$ cat src/rtl/i2c_arb_pkg.sv
// Shared types and default limits for the two-port I2C transaction arbiter.
package i2c_arb_pkg;

  typedef enum logic [1:0] {
    IDLE,
    ISSUE,
    XFER,
    RESP
  } state_t;

  typedef struct packed {
    logic       rw;
    logic [6:0] addr;
    logic [7:0] wdata;
  } i2c_cmd_t;

  localparam int START_TIMEOUT_DEF = 16;
  localparam int XFER_TIMEOUT_DEF  = 65535;
  localparam int TO_W_DEF          = 16;

endpackage

$ cat src/rtl/i2c_txn_arbiter_if.sv
// Requester-side handshake bundle: two request ports in, one shared response out.
interface i2c_txn_arbiter_if;

  logic [1:0]      req_valid;
  logic [1:0]      req_rw;
  logic [1:0][6:0] req_addr;
  logic [1:0][7:0] req_wdata;
  logic [1:0]      req_ready;
  logic [1:0]      resp_valid;
  logic [7:0]      resp_rdata;
  logic            resp_err;
  logic            resp_timeout;

  modport master (
    output req_valid, req_rw, req_addr, req_wdata,
    input  req_ready, resp_valid, resp_rdata, resp_err, resp_timeout
  );

  modport slave (
    input  req_valid, req_rw, req_addr, req_wdata,
    output req_ready, resp_valid, resp_rdata, resp_err, resp_timeout
  );

endinterface

$ cat src/rtl/rr_arb2.sv
// Two-way round-robin grant; 'last' is the port granted most recently.
module rr_arb2 (
  input  logic [1:0] req,
  input  logic       last,
  output logic [1:0] grant
);

  always_comb begin
    grant = 2'b00;
    if (req[0] && (!req[1] || last)) begin
      grant[0] = 1'b1;
    end else if (req[1]) begin
      grant[1] = 1'b1;
    end
  end

endmodule

$ cat src/rtl/i2c_txn_arbiter.sv
// Sequencer in front of the single I2C master: arbitrates two requesters, runs
// one byte transaction at a time and returns a per-owner response pulse.
module i2c_txn_arbiter
  import i2c_arb_pkg::*;
#(
  parameter int START_TIMEOUT = START_TIMEOUT_DEF,
  parameter int XFER_TIMEOUT  = XFER_TIMEOUT_DEF,
  parameter int TO_W          = TO_W_DEF
) (
  input  logic               clk,
  input  logic               rst,
  i2c_txn_arbiter_if.slave   bus,
  output logic               enable,
  output logic               RW,
  output logic [6:0]         slaveAdd,
  output logic [7:0]         data_in,
  input  logic               busy,
  input  logic               ackerror,
  input  logic [7:0]         data_out
);

  localparam logic [TO_W-1:0] START_LIM = TO_W'(START_TIMEOUT - 1);
  localparam logic [TO_W-1:0] XFER_LIM  = TO_W'(XFER_TIMEOUT - 1);

  state_t          state;
  i2c_cmd_t        cmd;
  logic            owner;
  logic            last_grant;
  logic            ack_seen;
  logic [TO_W-1:0] cnt;
  logic [TO_W-1:0] cnt_next;
  logic [1:0]      grant;
  logic            sel;
  logic            accept;

  rr_arb2 u_rr_arb2 (
    .req   (bus.req_valid),
    .last  (last_grant),
    .grant (grant)
  );

  // Ready is only offered while idle, so a grant never overlaps a response.
  assign bus.req_ready = (state == IDLE) ? grant : 2'b00;
  assign sel           = grant[1];
  assign accept        = |(bus.req_valid & bus.req_ready);
  assign cnt_next      = (cnt == '1) ? cnt : cnt + 1'b1;

  assign RW       = cmd.rw;
  assign slaveAdd = cmd.addr;
  assign data_in  = cmd.wdata;

  always_ff @(posedge clk or posedge rst) begin
    if (rst) begin
      state            <= IDLE;
      cmd              <= '0;
      owner            <= 1'b0;
      last_grant       <= 1'b1;
      ack_seen         <= 1'b0;
      cnt              <= '0;
      enable           <= 1'b0;
      bus.resp_valid   <= 2'b00;
      bus.resp_rdata   <= 8'h00;
      bus.resp_err     <= 1'b0;
      bus.resp_timeout <= 1'b0;
    end else begin
      case (state)
        IDLE: begin
          if (accept) begin
            cmd.rw     <= bus.req_rw[sel];
            cmd.addr   <= bus.req_addr[sel];
            cmd.wdata  <= bus.req_wdata[sel];
            owner      <= sel;
            last_grant <= sel;
            enable     <= 1'b1;
            cnt        <= '0;
            state      <= ISSUE;
          end
        end

        ISSUE: begin
          if (busy) begin
            enable   <= 1'b0;
            cnt      <= '0;
            ack_seen <= 1'b0;
            state    <= XFER;
          end else if (cnt == START_LIM) begin
            enable           <= 1'b0;
            cnt              <= '0;
            bus.resp_valid   <= owner ? 2'b10 : 2'b01;
            bus.resp_rdata   <= 8'h00;
            bus.resp_err     <= 1'b1;
            bus.resp_timeout <= 1'b1;
            state            <= RESP;
          end else begin
            cnt <= cnt_next;
          end
        end

        // ackerror is folded in on the busy-fall cycle as well as while busy.
        XFER: begin
          if (!busy) begin
            cnt              <= '0;
            bus.resp_valid   <= owner ? 2'b10 : 2'b01;
            bus.resp_rdata   <= (cmd.rw && !(ack_seen || ackerror)) ? data_out : 8'h00;
            bus.resp_err     <= ack_seen | ackerror;
            bus.resp_timeout <= 1'b0;
            state            <= RESP;
          end else if (cnt == XFER_LIM) begin
            cnt              <= '0;
            bus.resp_valid   <= owner ? 2'b10 : 2'b01;
            bus.resp_rdata   <= 8'h00;
            bus.resp_err     <= 1'b1;
            bus.resp_timeout <= 1'b1;
            state            <= RESP;
          end else begin
            cnt      <= cnt_next;
            ack_seen <= ack_seen | ackerror;
          end
        end

        RESP: begin
          cnt              <= '0;
          bus.resp_valid   <= 2'b00;
          bus.resp_rdata   <= 8'h00;
          bus.resp_err     <= 1'b0;
          bus.resp_timeout <= 1'b0;
          state            <= IDLE;
        end

        default: state <= IDLE;
      endcase
    end
  end

endmodule

$ cat src/flat_wrapper.sv
// flat-port wrapper written by rule: the top's interface ports become plain ports
module i2c_txn_arbiter_flat import i2c_arb_pkg::*;
#(
  parameter int START_TIMEOUT = START_TIMEOUT_DEF,
  parameter int XFER_TIMEOUT  = XFER_TIMEOUT_DEF,
  parameter int TO_W          = TO_W_DEF
)
  (clk, rst, enable, RW, slaveAdd, data_in, busy, ackerror, data_out, bus_req_valid, bus_req_rw, bus_req_addr, bus_req_wdata, bus_req_ready, bus_resp_valid, bus_resp_rdata, bus_resp_err, bus_resp_timeout);
  i2c_txn_arbiter_if bus_i ();
  input  logic clk;
  input  logic rst;
  output logic enable;
  output logic RW;
  output logic [6:0] slaveAdd;
  output logic [7:0] data_in;
  input  logic busy;
  input  logic ackerror;
  input  logic [7:0] data_out;
  input wire logic [$bits(bus_i.req_valid)-1:0] bus_req_valid;
  input wire logic [$bits(bus_i.req_rw)-1:0] bus_req_rw;
  input wire logic [$bits(bus_i.req_addr)-1:0] bus_req_addr;
  input wire logic [$bits(bus_i.req_wdata)-1:0] bus_req_wdata;
  output wire logic [$bits(bus_i.req_ready)-1:0] bus_req_ready;
  output wire logic [$bits(bus_i.resp_valid)-1:0] bus_resp_valid;
  output wire logic [$bits(bus_i.resp_rdata)-1:0] bus_resp_rdata;
  output wire logic [$bits(bus_i.resp_err)-1:0] bus_resp_err;
  output wire logic [$bits(bus_i.resp_timeout)-1:0] bus_resp_timeout;
  assign bus_i.req_valid = bus_req_valid;
  assign bus_i.req_rw = bus_req_rw;
  assign bus_i.req_addr = bus_req_addr;
  assign bus_i.req_wdata = bus_req_wdata;
  assign bus_req_ready = bus_i.req_ready;
  assign bus_resp_valid = bus_i.resp_valid;
  assign bus_resp_rdata = bus_i.resp_rdata;
  assign bus_resp_err = bus_i.resp_err;
  assign bus_resp_timeout = bus_i.resp_timeout;
  i2c_txn_arbiter #(.START_TIMEOUT(START_TIMEOUT), .XFER_TIMEOUT(XFER_TIMEOUT), .TO_W(TO_W)) u_core (.clk(clk), .rst(rst), .bus(bus_i), .enable(enable), .RW(RW), .slaveAdd(slaveAdd), .data_in(data_in), .busy(busy), .ackerror(ackerror), .data_out(data_out));
endmodule
$ cat config.mk
export PLATFORM = sky130hd
export DESIGN_NAME = i2c_txn_arbiter_flat
export DESIGN_NICKNAME = d
export VERILOG_FILES = /design/src/rtl/i2c_arb_pkg.sv /design/src/rtl/i2c_txn_arbiter_if.sv /design/src/rtl/rr_arb2.sv /design/src/rtl/i2c_txn_arbiter.sv /design/src/flat_wrapper.sv
export SDC_FILE = /design/constraint.sdc
export NUM_CORES = 1
export LEC_CHECK = 0
export CAP_MARGIN = 20
export CORE_MARGIN = 5
export CORE_UTILIZATION = 45
export DETAILED_ROUTE_END_ITERATION = 12
export GPL_TIMING_DRIVEN = 0
export PLACE_DENSITY = 0.85
export SLEW_MARGIN = 0
export SYNTH_ARGS = -nofsm -noshare
export SYNTH_HDL_FRONTEND = slang
export SYNTH_SLANG_ARGS = --single-unit
export TNS_END_PERCENT = 20
$ cat constraint.sdc
create_clock -name clk -period 2.2 [get_ports clk]
set_input_delay 0.44 -clock clk [delete_from_list [all_inputs] [get_ports clk]]
set_output_delay 0.44 -clock clk [all_outputs]
set_load 0.03 [all_outputs]
==> flow_summary_export.csv, run 1 <==
group,metric,value,unit
outcome,status,"completed",
sta,fin_tns_setup,0,ns
synthesis,synth.area.mux_share,8.89,%
detailed_routing,post_drt_wl_per_cell,15.6,um
clock_tree,cts_tree,"done",
floorplan,start_util,45.8,%
synthesis,yosysWarnings,0,
synthesis,seq_area_frac_synth,50.0,%
sta,fin_crit_sh,97.4,%
critical_path,cp_num_buf_inv,4,
place,hpwl,4600,um
flow_run,max_cap_viol_count,0,
place,place_inst,389,
sta,rsz0062_at_grt,"true",
clock_tree,cts_root_buffer,"clkbuf_8",
critical_path,max_stage_delay,0.51,ns
synthesis,synthFlopType,"dfrtp_1",
synthesis,synth_area,0.00250,mm2
layout,drive_gt1_share,11.9,%
detailed_routing,vias,2120,
synthesis,syn_inst,240,
clock_tree,cts-hold-fix-buffers,0,
critical_path,crit_fanout,3,
layout,finalNetCount,379,
synthesis,netlist_top_cells_area,"dfrtp_1 49%, mux2i_1 6.8%, xnor2_1 4.9%",
clock_tree,cts_max_path_buffers,2,
layout,finalNonFillerCells,400,
synthesis,synth_compound_area_share,11.6,%
grt,grt_pass1_vias,2176,
synthesis,yosysTopAreaCellShare,49.0,%
synthesis,syn-num-nets,292,
floorplan,core-area,0.00547,mm2
clock_tree,h-tree-depth,2,
clock_tree,cts.sinks,50,
power,p_leak,1.49,nW
synthesis,synth-async-reset-ratio,100,%
floorplan,die_y,84.6,um
synthesis,synth_area_per_cell,10.4,um2
floorplan,io_pins,77,
synthesis,synthSimpleGateAreaFrac,18.8,%
layout,final_common_cell,"clkdlybuf4s50_1",
detailed_routing,totalWireLength,6230,um
sta,final.min_clock_period,2.14,ns
hold_path,hold_class,"in -> async",
floorplan,die_x,84.6,um
floorplan,fp.dieArea,0.00716,mm2
sta,final-setup-viol-count,0,
place,gp_congestion,0.854,
sta,worst_pin_slew,0.735,ns
power,peakVddDrop,0.645,mV
critical_path,critPathKind,"in -> out",
synthesis,yosysUniqueCellTypes,41,
floorplan,rows,27,
sta,fmax,0.467,GHz
critical_path,critPathTopFamily,"buffers and inverters",
critical_path,cp_common_cell,"inv_1",
detailed_routing,drt_iter0_drc,185,
critical_path,cp.arrival,1.70,ns
synthesis,synth_adder_area_share,3.00,%
sta,finalHoldViolations,0,
detailed_routing,drt_pass1_iterations,4,
grt,grt_antenna_before_repair,0,
critical_path,start_kind,"primary input",
synthesis,yosys.area.top_type,"dfrtp_1",
synthesis,synth_top_family_by_area,"simple AND/OR/NAND/NOR gates",
layout,final_cell_mix,"74 x clkdlybuf4s50_1, 49 x dfrtp_1, 24 x nor2_1, 22 x nand2_1, 17 x mux2i_1",
place,numPortBuffers,76,
synthesis,ys_ff_latch,50,
critical_path,crit_required,1.76,ns
synthesis,synth_edf_count,0,
grt,grt_usage,17.5,%
layout,fillCellCount,456,
critical_path,critPathSlowestCell,"clkdlybuf4s50_1",
synthesis,synthXorXnorAreaFrac,4.90,%
grt,grt_pass1_wl,10300,um
sta,relSlewSlack,50.6,%
critical_path,crit_path_end_kind,"output port",
sta,drv_slew,0,
clock_tree,path_clk_slew,0.09,ns
layout,area_growth,42.4,%
clock_tree,insertion_delay,0.31,ns
clock_tree,numCtsBuffers,5,
grt,grt_overflow,0,
sta,skew,0.00712,ns
power,power_density,1100,mW/mm2
grt,grt_max_degree,35,
power,power,0.00394,W
critical_path,crit_chain,"clkdlybuf4s50_1 -> inv_1 -> o211ai_1 -> inv_1 -> clkdlybuf4s15_2",
detailed_routing,ant_nets,0,
detailed_routing,viasPerCell,5.30,
layout,diodes,0,
detailed_routing,drc,0,
final timing paths:
path	start	end	slack [ns]	cells after the start
max	bus_req_valid[1]	bus_req_ready[0]	0.06	5
min	rst	u_core.slaveAdd[1]$_DFFE_PP0P_	0.43	2
max reg2reg	u_core.cnt[0]$_DFFE_PP0P_	u_core.bus.resp_valid[0]$_DFFE_PP0P_	0.09	7
min reg2reg	u_core.data_in[1]$_DFFE_PP0P_	u_core.data_in[1]$_DFFE_PP0P_	0.48	2
max in group asynchronous	rst	u_core.cnt[11]$_DFFE_PP0P_	1.27	3
min in group clk	u_core.data_in[1]$_DFFE_PP0P_	u_core.data_in[1]$_DFFE_PP0P_	0.48	2
worst register-to-register path: stages (launching register included):
cell      delay [ns]
dfrtp_1         0.44
ha_2            0.22
and3_1          0.18
nand4_1         0.18
nand2b_4        0.21
a211o_1         0.32
buf_6           0.17
mux2_4          0.29
Yosys cell counts (all sizes together) (4+ instances only):
library cell,instances
nor2,24
ha,6
mux2,4
nand3,6
nor3,5
nand2,22
nand4,6
a21oi,8
xnor2,14
dfrtp,49
mux2i,17
o21ai,17
clkbuf,5
inv,8
a22o,9
nor4,10
cells by family (layout without fill, tap and decap cells):
kind of cell / count (synthesis) / after routing
simple gates: 89 / 89
flops: 50 / 50
compound gates: 44 / 44
mux: 21 / 21
buf+inv: 16 / 104
xor+xnor: 14 / 14
fa+ha+maj: 6 / 6
area by class of cell:
cell class,count,area [um2],share of cell area (%)
tap,72,90.1,2.53
sequential,50,1250,35.1
clock buffer,7,96.3,2.70
inverter,8,30.0,0.842
timing repair buffer,80,806,22.6
multi-input combinational,174,1240,34.7
buffer,8,45.0,1.26
clock inverter,1,8.76,0.246
per-stage QoR:
step	hold WS [ns]	cell area [um2]	util [%]	worst slack (ns)
floorplan	0.465	2500	-	0.251
global placement	0.459	3360	61.3	-0.851
detailed placement	0.469	3380	61.7	-0.900
CTS	0.433	3510	64.2	0.0288
global route	0.461	3570	65.2	-0.0549
finish	0.426	3570	65.2	0.0571
power by group:
part	total [W]	leakage (nW)	internal, W	switching (W)
Combinational	0.00200	0.787	0.000875	0.00112
Clock	0.000597	0.0544	0.000289	0.000308
Sequential	0.00134	0.650	0.00118	0.000163
routing by layer:
| layer | wire length [um] | track usage [%] | vias up |
|---|---|---|---|
| li1 | - | - | 1030 |
| met3 | 426 | 5.10 | 7 |
| met1 | 2620 | 21.8 | 1023 |
| met2 | 3120 | 29.9 | 60 |
| met5 | 0 | 0 | - |
| met4 | 57 | 3.88 | 0 |
sequential cells by signal, summed over array words and instances, names as in the netlist:
signal,flops
u_core.bus.resp_rdata,8
u_core.state,2
u_core.bus.resp_timeout,1
u_core.data_in,8
u_core.cnt,16
u_core.enable,1
u_core.RW,1
u_core.last_grant,1
u_core.slaveAdd,7
u_core.owner,1
u_core.ack_seen,1
u_core.bus.resp_err,1
u_core.bus.resp_valid,2
what timing repair did:
action                                  in CTS  in global routing
hold endpoints to repair                     0                  0
buffers inserted                             1                  2
resized for setup                           11                  8
endpoints found under the setup margin      26                 25
gates cloned                                 0                  0
pin swaps                                    0                  1
No activity file was read; power rests on OpenSTA's default activity.
==> run 2, diff against run 1 <==
--- a/config.mk
+++ b/config.mk
@@ -6,11 +6,10 @@
 export NUM_CORES = 1
 export LEC_CHECK = 0
 export CAP_MARGIN = 20
-export CORE_MARGIN = 5
-export CORE_UTILIZATION = 45
+export CORE_UTILIZATION = 47
 export DETAILED_ROUTE_END_ITERATION = 12
 export GPL_TIMING_DRIVEN = 0
-export PLACE_DENSITY = 0.85
+export PLACE_DENSITY = 0.88
 export SLEW_MARGIN = 0
 export SYNTH_ARGS = -nofsm -noshare
 export SYNTH_HDL_FRONTEND = slang
==> run 2 against run 1 <==
Die area shrank 21%. Sequential power is essentially flat. Critical path type unchanged. Final cell count shrank 0.75%. Final area is essentially flat. Clock skew shrank 0.0036 ns. First-iteration DRC count shrank 5.4%. Total power shrank 1.3%. Setup slack lost 0.038 ns. Fmax shrank 1.8%. Wire length grew 0.76%.
==> flow_summary_export.csv, run 2 (synthesis results as in run 1) <==
group,metric,value,unit
floorplan,start_util,49.0,%
sta,finalHoldViolations,0,
power,power_density,1090,mW/mm2
layout,drive_gt1_share,12.5,%
sta,fin_crit_sh,99.1,%
detailed_routing,post_drt_wl_per_cell,15.8,um
floorplan,fp.dieArea,0.00563,mm2
floorplan,die_y,75.0,um
grt,grt_antenna_before_repair,0,
outcome,status,"completed",
layout,fin_util,69.8,%
grt,grt_overflow,0,
clock_tree,cts_root_buffer,"clkbuf_8",
critical_path,cp.arrival,1.74,ns
sta,relSlewSlack,49.6,%
critical_path,crit_path_end_kind,"output port",
clock_tree,cts.sinks,50,
grt,grt_pass1_wl,9550,um
place,hpwl,4440,um
critical_path,crit_fanout,3,
place,place_inst,387,
layout,largest_reg_flops,16,
layout,area_growth,42.3,%
critical_path,ff2ff_setup_slack,0.07,ns
detailed_routing,viasPerCell,5.56,
grt,grt_max_degree,42,
layout,finalNetCount,378,
sta,fmax,0.458,GHz
sta,drv_slew,0,
clock_tree,numCtsBuffers,5,
clock_tree,insertion_delay,0.31,ns
floorplan,rows,26,
sta,skew,0.00354,ns
sta,holdWs,0.363,ns
sta,rsz0062_at_grt,"true",
clock_tree,h-tree-depth,2,
floorplan,io_pins,77,
sta,final-setup-viol-count,0,
layout,final_common_cell,"clkdlybuf4s50_1",
layout,regMostFlops,"u_core.cnt",
critical_path,start_kind,"primary input",
floorplan,core-area,0.00511,mm2
detailed_routing,vias,2206,
place,numPortBuffers,76,
clock_tree,cts_tree,"done",
sta,worst_pin_slew,0.749,ns
detailed_routing,drc,0,
detailed_routing,totalWireLength,6270,um
floorplan,die_x,75.0,um
critical_path,critPathKind,"in -> out",
detailed_routing,ant_nets,0,
detailed_routing,drt_pass1_iterations,4,
detailed_routing,drt_iter0_drc,175,
grt,grt_pass1_vias,2091,
place,gp_congestion,0.887,
layout,diodes,0,
flow_run,max_cap_viol_count,0,
grt,grt_usage,22.9,%
power,peakVddDrop,0.652,mV
critical_path,crit_required,1.76,ns
clock_tree,path_clk_slew,0.09,ns
power,p_leak,1.49,nW
layout,finalNonFillerCells,397,
hold_path,hold_class,"in -> async",
clock_tree,cts_max_path_buffers,2,
sta,final.min_clock_period,2.18,ns
layout,final_cell_mix,"74 x clkdlybuf4s50_1, 47 x dfrtp_1, 24 x nor2_1, 22 x nand2_1, 17 x mux2i_1",
-- run 2: final cells by class --
type                       count  area (um2)
clock inverter                 1        5.00
sequential                    50        1250
buffer                         8        42.5
timing repair buffer          79         798
fill                         375        1540
tap                           70        87.6
multi-input combinational    174        1260
inverter                       8        30.0
clock buffer                   7        86.3
-- run 2: what timing repair did --
item | 4_1_cts | 5_1_grt
hold buffers | 0 | 0
setup endpoints to repair | 26 | 25
gates resized for setup | 11 | 12
pin swaps | 0 | 2
buffers inserted | 1 | 1
-- run 2: layer usage --
layer  part of all wire [%]  GRT usage (%)  vias to the layer above
met5                      0              0                        -
met4                    2.8           12.8                        0
met3                    4.3           3.88                       14
met2                     51           36.8                       66
met1                     42           29.5                     1103
li1                       -              -                     1023
-- run 2: worst max-delay path, cell delays in order --
cell,delay [ns]
clkdlybuf4s50_1,0.53
inv_1,0.10
o211ai_1,0.27
inv_1,0.09
clkdlybuf4s15_2,0.30
-- run 2: stage by stage --
step	instance area (um2)	setup TNS [ns]	worst slack (ns)	total power, W
2_1_floorplan	2500	0	0.251	0.00252
3_3_place_gp	3350	-25.38	-0.870	0.00317
3_5_place_dp	3370	-7.98	-0.922	0.00325
4_1_cts	3500	0	0.0389	0.00384
5_1_grt	3560	-0.396	-0.0498	0.00410
6_report	3560	0	0.0189	0.00388
-- run 2: power breakdown --
| part | internal (W) | total (W) | switching [W] |
|---|---|---|---|
| combinational | 0.000866 | 0.00198 | 0.00112 |
| sequential | 0.00118 | 0.00134 | 0.000165 |
| clock | 0.000254 | 0.000558 | 0.000304 |
-- run 2: worst paths after layout --
kind,start,end,depth (start not counted)
worst max-delay path,bus_req_valid[1],bus_req_ready[0],5
worst min register to register,u_core.slaveAdd[0]$_DFFE_PP0P_,u_core.slaveAdd[0]$_DFFE_PP0P_,2
worst min-delay path,rst,u_core.cnt[1]$_DFFE_PP0P_,2
min in group clk,u_core.slaveAdd[0]$_DFFE_PP0P_,u_core.slaveAdd[0]$_DFFE_PP0P_,2
worst max register to register,u_core.state[0]$_DFFE_PP0P_,u_core.cnt[11]$_DFFE_PP0P_,7
max in group asynchronous,rst,u_core.last_grant$_DFFE_PP1P_,3
